===== config.mk =====
export PLATFORM = sky130hd
export DESIGN_NAME = restador_serie
export DESIGN_NICKNAME = d
export VERILOG_FILES = /design/src/rtl/restador_serie.sv
export SDC_FILE = /design/constraint.sdc
export NUM_CORES = 1
export LEC_CHECK = 0
export CORE_UTILIZATION = 56
export CTS_CLUSTER_SIZE = 14
export DETAILED_ROUTE_END_ITERATION = 8
export HOLD_SLACK_MARGIN = 0.06
export PLACE_DENSITY = 0.83
export SLEW_MARGIN = 15
export SYNTH_ARGS = -nofsm -noshare
export SYNTH_HDL_FRONTEND = slang
export SYNTH_SLANG_ARGS = --single-unit

===== constraint.sdc =====
create_clock -name clk -period 2.7 [get_ports clk]
set_input_delay 0.54 -clock clk [delete_from_list [all_inputs] [get_ports clk]]
set_output_delay 0.54 -clock clk [all_outputs]
set_load 0.1 [all_outputs]

===== src/rtl/restador_serie.sv =====
`default_nettype none
// ============================================================================
// Module   : restador_serie
// Brief    : Bit-serial subtractor computing a - b - bi one bit per clock
//            through a single full-subtractor cell and a registered borrow,
//            with an iniciar/listo/valido handshake.
//            Optional build macro: RESTADOR_SERIE_SAT_EN (unsigned saturation
//            of d to 0 when the final borrow is 1).
// Revision : 1.0 - initial release
// ============================================================================
module restador_serie #(
   parameter int WIDTH = 8
) (
   input  logic             clk,
   input  logic             reset,
   input  logic             iniciar,
   input  logic [WIDTH-1:0] a,
   input  logic [WIDTH-1:0] b,
   input  logic             bi,
   output logic             listo,
   output logic             valido,
   output logic [WIDTH-1:0] d,
   output logic             bo
);

   localparam int CW = (WIDTH > 1) ? $clog2(WIDTH) : 1;

   localparam logic [1:0] REPOSO  = 2'd0;
   localparam logic [1:0] CALCULO = 2'd1;
   localparam logic [1:0] FIN     = 2'd2;

   localparam logic [CW-1:0] C_LAST = CW'(WIDTH - 1);
   localparam logic [CW-1:0] C_ONE  = CW'(1);

   logic [1:0]       state_q,  state_d;
   logic [WIDTH-1:0] a_sh_q,   a_sh_d;
   logic [WIDTH-1:0] b_sh_q,   b_sh_d;
   logic [WIDTH-1:0] res_q,    res_d;
   logic             borrow_q, borrow_d;
   logic [CW-1:0]    cnt_q,    cnt_d;
   logic [WIDTH-1:0] d_q,      d_d;
   logic             bo_q,     bo_d;
   logic             valido_q, valido_d;

   // Single full-subtractor cell working on the current LSBs and the borrow.
   logic bit_x, bit_y, bit_diff, bit_borrow;
   assign bit_x      = a_sh_q[0];
   assign bit_y      = b_sh_q[0];
   assign bit_diff   = bit_x ^ bit_y ^ borrow_q;
   assign bit_borrow = (~bit_x & bit_y) | (~(bit_x ^ bit_y) & borrow_q);

   // Next-state logic: accept in REPOSO, one bit per cycle in CALCULO, commit in FIN.
   always_comb begin
      state_d  = state_q;
      a_sh_d   = a_sh_q;
      b_sh_d   = b_sh_q;
      res_d    = res_q;
      borrow_d = borrow_q;
      cnt_d    = cnt_q;
      d_d      = d_q;
      bo_d     = bo_q;
      valido_d = 1'b0;
      case (state_q)
         REPOSO: begin
            if (iniciar) begin
               a_sh_d   = a;
               b_sh_d   = b;
               borrow_d = bi;
               cnt_d    = '0;
               state_d  = CALCULO;
            end
         end
         CALCULO: begin
            res_d    = {bit_diff, res_q[WIDTH-1:1]};
            borrow_d = bit_borrow;
            a_sh_d   = a_sh_q >> 1;
            b_sh_d   = b_sh_q >> 1;
            // Counter stops at WIDTH-1 so it never wraps for any legal WIDTH.
            if (cnt_q == C_LAST) begin
               state_d = FIN;
            end else begin
               cnt_d = cnt_q + C_ONE;
            end
         end
         FIN: begin
`ifdef RESTADOR_SERIE_SAT_EN
            d_d = borrow_q ? '0 : res_q;
`else
            d_d = res_q;
`endif
            bo_d     = borrow_q;
            valido_d = 1'b1;
            state_d  = REPOSO;
         end
         default: begin
            state_d = REPOSO;
         end
      endcase
   end

   // State and datapath registers with asynchronous abort on reset.
   always_ff @(posedge clk or posedge reset) begin
      if (reset) begin
         state_q  <= REPOSO;
         a_sh_q   <= '0;
         b_sh_q   <= '0;
         res_q    <= '0;
         borrow_q <= 1'b0;
         cnt_q    <= '0;
         d_q      <= '0;
         bo_q     <= 1'b0;
         valido_q <= 1'b0;
      end else begin
         state_q  <= state_d;
         a_sh_q   <= a_sh_d;
         b_sh_q   <= b_sh_d;
         res_q    <= res_d;
         borrow_q <= borrow_d;
         cnt_q    <= cnt_d;
         d_q      <= d_d;
         bo_q     <= bo_d;
         valido_q <= valido_d;
      end
   end

   assign listo  = (state_q == REPOSO);
   assign valido = valido_q;
   assign d      = d_q;
   assign bo     = bo_q;

endmodule
`default_nettype wire

---- After elaboration in Yosys (flattened, before gate mapping) ----
Index checks and enable logic that the tools add are counted.
W data, S select, Z words.
storage, ports and cells
  register bits ........................... 40
  input bits .............................. 20
cells by class
  add/sub/neg operators ................... 1
  eq/ne operators ......................... 6
  muxes and demuxes ....................... 13
  bitwise operators ....................... 7
  reductions and logical operators ........ 5
operators by type and width
  operator               number
  $pmux W8 S2            2
  $mux W8                2
  $mux W3                2
  $ne A2 B2 Y1 const B   3
  $pmux W3 S2            1
  $mux W2                2
  $pmux W2 S2            1
  $reduce_and A2 Y1      2
  $add A3 B1 Y3 const B  1
  $eq A3 B3 Y1 const B   1
  $reduce_and A3 Y1      1
  $and A1 B1 Y1          2
  $eq A2 B1 Y1 const B   1
  $eq A2 B2 Y1 const B   1
  $logic_not A2 Y1       1
  $mux W1                2
  $not A1 Y1             2
  $pmux W1 S2            1
  $reduce_bool A2 Y1     1
  $xor A1 B1 Y1          2
  $or A1 B1 Y1           1

---- Longest topological paths before layout ----
  word-level depth ........................ 5
  gate-level depth with buffers ........... 4

---- Worst setup path after synthesis ----
Ideal clock, no wire load.
  kind .................................... flip-flop to output port
  start point ............................. register state_q[1]
  end point ............................... output port listo
  arrival time ............................ 1.161 ns
  setup slack ............................. 0.999 ns
  cell stages (with the launch flop) ...... 3
  path through ............................ dfrtp_1 > buf_6 > nor2_4
on the way
  word-level cells in the longest chain between the ends .. 1
RTL lines
  what                    line  text
  from (decl)             35    logic [1:0] state_q, state_d;
  from (signal assigned)  114   state_q <= state_d;
  $logic_not A2 Y1        126   assign listo = (state_q == REPOSO);
  to (decl)               20    output logic listo,
Every way passes these cells.

---- Worst setup path in the final report ----
  start point ............................. register state_q[0]
  end point ............................... output port listo
The elaborated chain is that of the path after synthesis.

==> results.tsv <==
stage	metric	value	unit
clock_tree	post-cts repair resize count	0	
synthesis	Synth Instances	151	
timing	Hold Fails Final Rpt	0	
synthesis	Mapped Area	0.00191	sq mm
pwr	switch share	45.5	%
routing	detailed-route via count	1279	
layout	non-filler instance count after layout	226	
pwr	share of total power in sequential cells	36.2	%
pwr	Pleak	1.01	nW
hold_path	hold path startpoint	d[0]	
synthesis	YS warnings	0	
pwr	Worst IR Drop VDD	590	uV
worst_setup_path	Reg2Reg Launch Point	state_q[0]	
layout	Area growth, synth to finish	19.3	%
worst_setup_path	Crit path required time	2160	ps
synthesis	sequential fraction of the synthesis area	52.4	%
worst_setup_path	crit path cell chain	buf_4 -> nor2_4 -> buf_12	
place	Post-DP HPWL	2160	um
timing	fmax	449	MHz
die	I/O pin total	31	
synthesis	synth top area cells	dfrtp_1, mux2_1, nor3b_1	
synthesis	asr flop ratio synth	100	%
routing	Routed Antenna Nets	0	
pwr	Clk pwr share	13.1	%
place	Post-DP Area	0.00220	sq mm
hold_path	type of the worst min-delay path	reg -> reg	
timing	Final setup viols	0	
timing	Relative slew margins	46.8	%
synthesis	Primary FF master, synth	dfrtp_1	
timing	RSZ-0062 raised after global routing	false	
layout	commonest non-fill, non-tap cell in the layout	dfrtp_1	
grt	GRT Total Usage	21.4	%
worst_setup_path	buffer and inverter count on the worst path	2	
worst_setup_path	critical path class	reg -> out	
pwr	net switching power figure	1.33	mW
layout	most frequent cells in the layout	dfrtp_1, clkdlybuf4s50_1, mux2_1	
clock_tree	htree depth	2	
run	max cap viols	0	
die	die width	60.4	um
synthesis	Yosys top cell by area	dfrtp_1	
layout	filler cell count	240	
die	Initial Utilization	60.6	%
clock_tree	CTS buffer count	5	
synthesis	Post-synth EDFFs	0	
die	total die area	0.00365	sq mm
timing	crit share post-route	82.4	%
synthesis	Yosys reg bits	40	
place	pre-CTS WS	788	ps
timing	Tightest Pin Transition	796	ps
clock_tree	Reg clk slew, reported paths	110	ps
worst_setup_path	CP startpoint	state_q[0]	
routing	DR pass1 iterations	4	
pwr	Total Power	2.92	mW
layout	n_diodes	0	
die	core area	0.00315	sq mm
die	row count	20	
grt	gr ovfl total	0	
worst_setup_path	WP data arrival	1690	ps
synthesis	Synth cell types	26	
synthesis	Syn Nets	174	
die	chip height	60.4	um
worst_setup_path	Startpoint Class	register	
timing	Tmin final	2230	ps
grt	pin count of the biggest net entering global routing	41	
place	Port Buffers	30	
layout	share of cells above drive strength 1	15.9	%
timing	TNS Setup	0	ps
layout	Final Util	72.2	%
routing	DR DRC count	0	
place	Final Wtd Congestion	0.812	
pwr	internal power	1.59	mW
worst_setup_path	slowest stage delay, CP	570	ps
worst_setup_path	Setup crit end kind	primary output	
clock_tree	hold-fix buffers at CTS	0	
clock_tree	setup bufs post-CTS	0	
clock_tree	clk sink count	40	
grt	initial antenna violation count	0	
layout	FF/Latch Area	0.00100	sq mm
place	placed insts	218	
timing	final worst slack	474	ps
layout	Final nets	204	
clock_tree	CTS tree	yes	
run_status	status	finished, final reports clean	
clock_tree	Clock Root Buffer	clkbuf_4	
pwr	power per cell area	1280	mW/mm^2
grt	first-pass GRT wire length	5660	um
pwr	Logic pwr share	50.7	%
synthesis	Synth Area per Inst	12.6	sq um
clock_tree	clock latency on the worst-skew pair	350	ps
layout	Multi-input gate area	762	sq um
routing	via-per-instance ratio	5.66	
layout	Final Instance Area	0.00228	sq mm
timing	fin. max-slew vios	0	
timing	Setup Skew	11.9	ps
timing	worst hold margin	498	ps
routing	wire per inst	14.4	um
grt	vias in the first global route	1243	
routing	DR iter-0 viols	59	
worst_setup_path	CP top delay family	flip-flops	
worst_setup_path	slowest CP cell	dfrtp_1	
clock_tree	clock buffer depth	2	
routing	Total Wirelength	3260	um
synthesis	Yosys top cell area share	52.4	%
worst_setup_path	crit path max fanout	21	
[power by group through the flow]
stage | Clock [mW] | Combinational [mW] | Sequential [mW]
after floorplan | 0 | 0.733 | 1.51
after global placement | 0 | 1.44 | 1.05
after detailed placement | 0 | 1.48 | 1.07
after CTS | 0.394 | 1.49 | 1.06
after global routing | 0.418 | 1.60 | 1.10
final | 0.383 | 1.48 | 1.06
[layer usage]
layer | track usage [%] | part of all wire (%) | vias up
met1 | 27.4 | 45 | 632
li1 | - | - | 605
met5 | 0 | 0 | -
met3 | 4.26 | 4.1 | 8
met2 | 34.5 | 49 | 34
met4 | 11.0 | 2.1 | 0
[sequential cells by signal, indices dropped and copies added, names as in the netlist]
signal	flops
b_sh_q	8
valido	1
state_q	2
res_q	8
a_sh_q	8
cnt_q	3
bo	1
borrow_q	1
d	8
[cell type report]
cell class / instances / share of cell area [%]
Clock buffer: 6 / 1.81
Timing Repair Buffer: 35 / 14.2
Multi-Input combinational cell: 83 / 33.5
Clock inverter: 2 / 1.54
Tap cell: 44 / 2.42
Inverter: 16 / 2.64
Sequential cell: 40 / 44.0
[path summary, 6_finish.rpt]
kind / to / slack, ps / cells after the start
setup / recovery: listo / 470 / 3
hold / removal: d[0] / 500 / 1
setup reg to reg: d[1] / 940 / 2
hold reg to reg: d[0] / 500 / 1
max in group asynchronous: a_sh_q[6] / 1750 / 3
min in group asynchronous: b_sh_q[7] / 610 / 3
[cell usage after synthesis, types with 2 or more instances]
master    number
dfrtp_1       40
mux2_1        17
inv_1         16
nor3b_1       14
nor4b_1       12
a211oi_1      10
buf_2          6
nor2b_1        5
buf_6          4
a211o_1        3
a221oi_2       3
and3_1         3
a32o_1         2
ha_1           2
nand2b_1       2
nor4bb_1       2
[worst reg2reg max path: cells and delay by family (launching register included)]
kind | cells | cell delay [ps]
flops | 1 | 570
simple gates | 1 | 700
mux | 1 | 380
[cells by family (layout without fill, tap and decap cells)]
| kind of cell | Yosys count | in the layout | synth area share (%) |
|---|---|---|---|
| compound gates | 22 | 22 | 10.6 |
| fa+ha+maj | 3 | 3 | 2.36 |
| buf+inv | 28 | 59 | 7.67 |
| flops | 40 | 40 | 52.4 |
| mux | 17 | 17 | 10.0 |
| simple gates | 41 | 41 | 17.0 |
(Power assumes the default switching activity.)
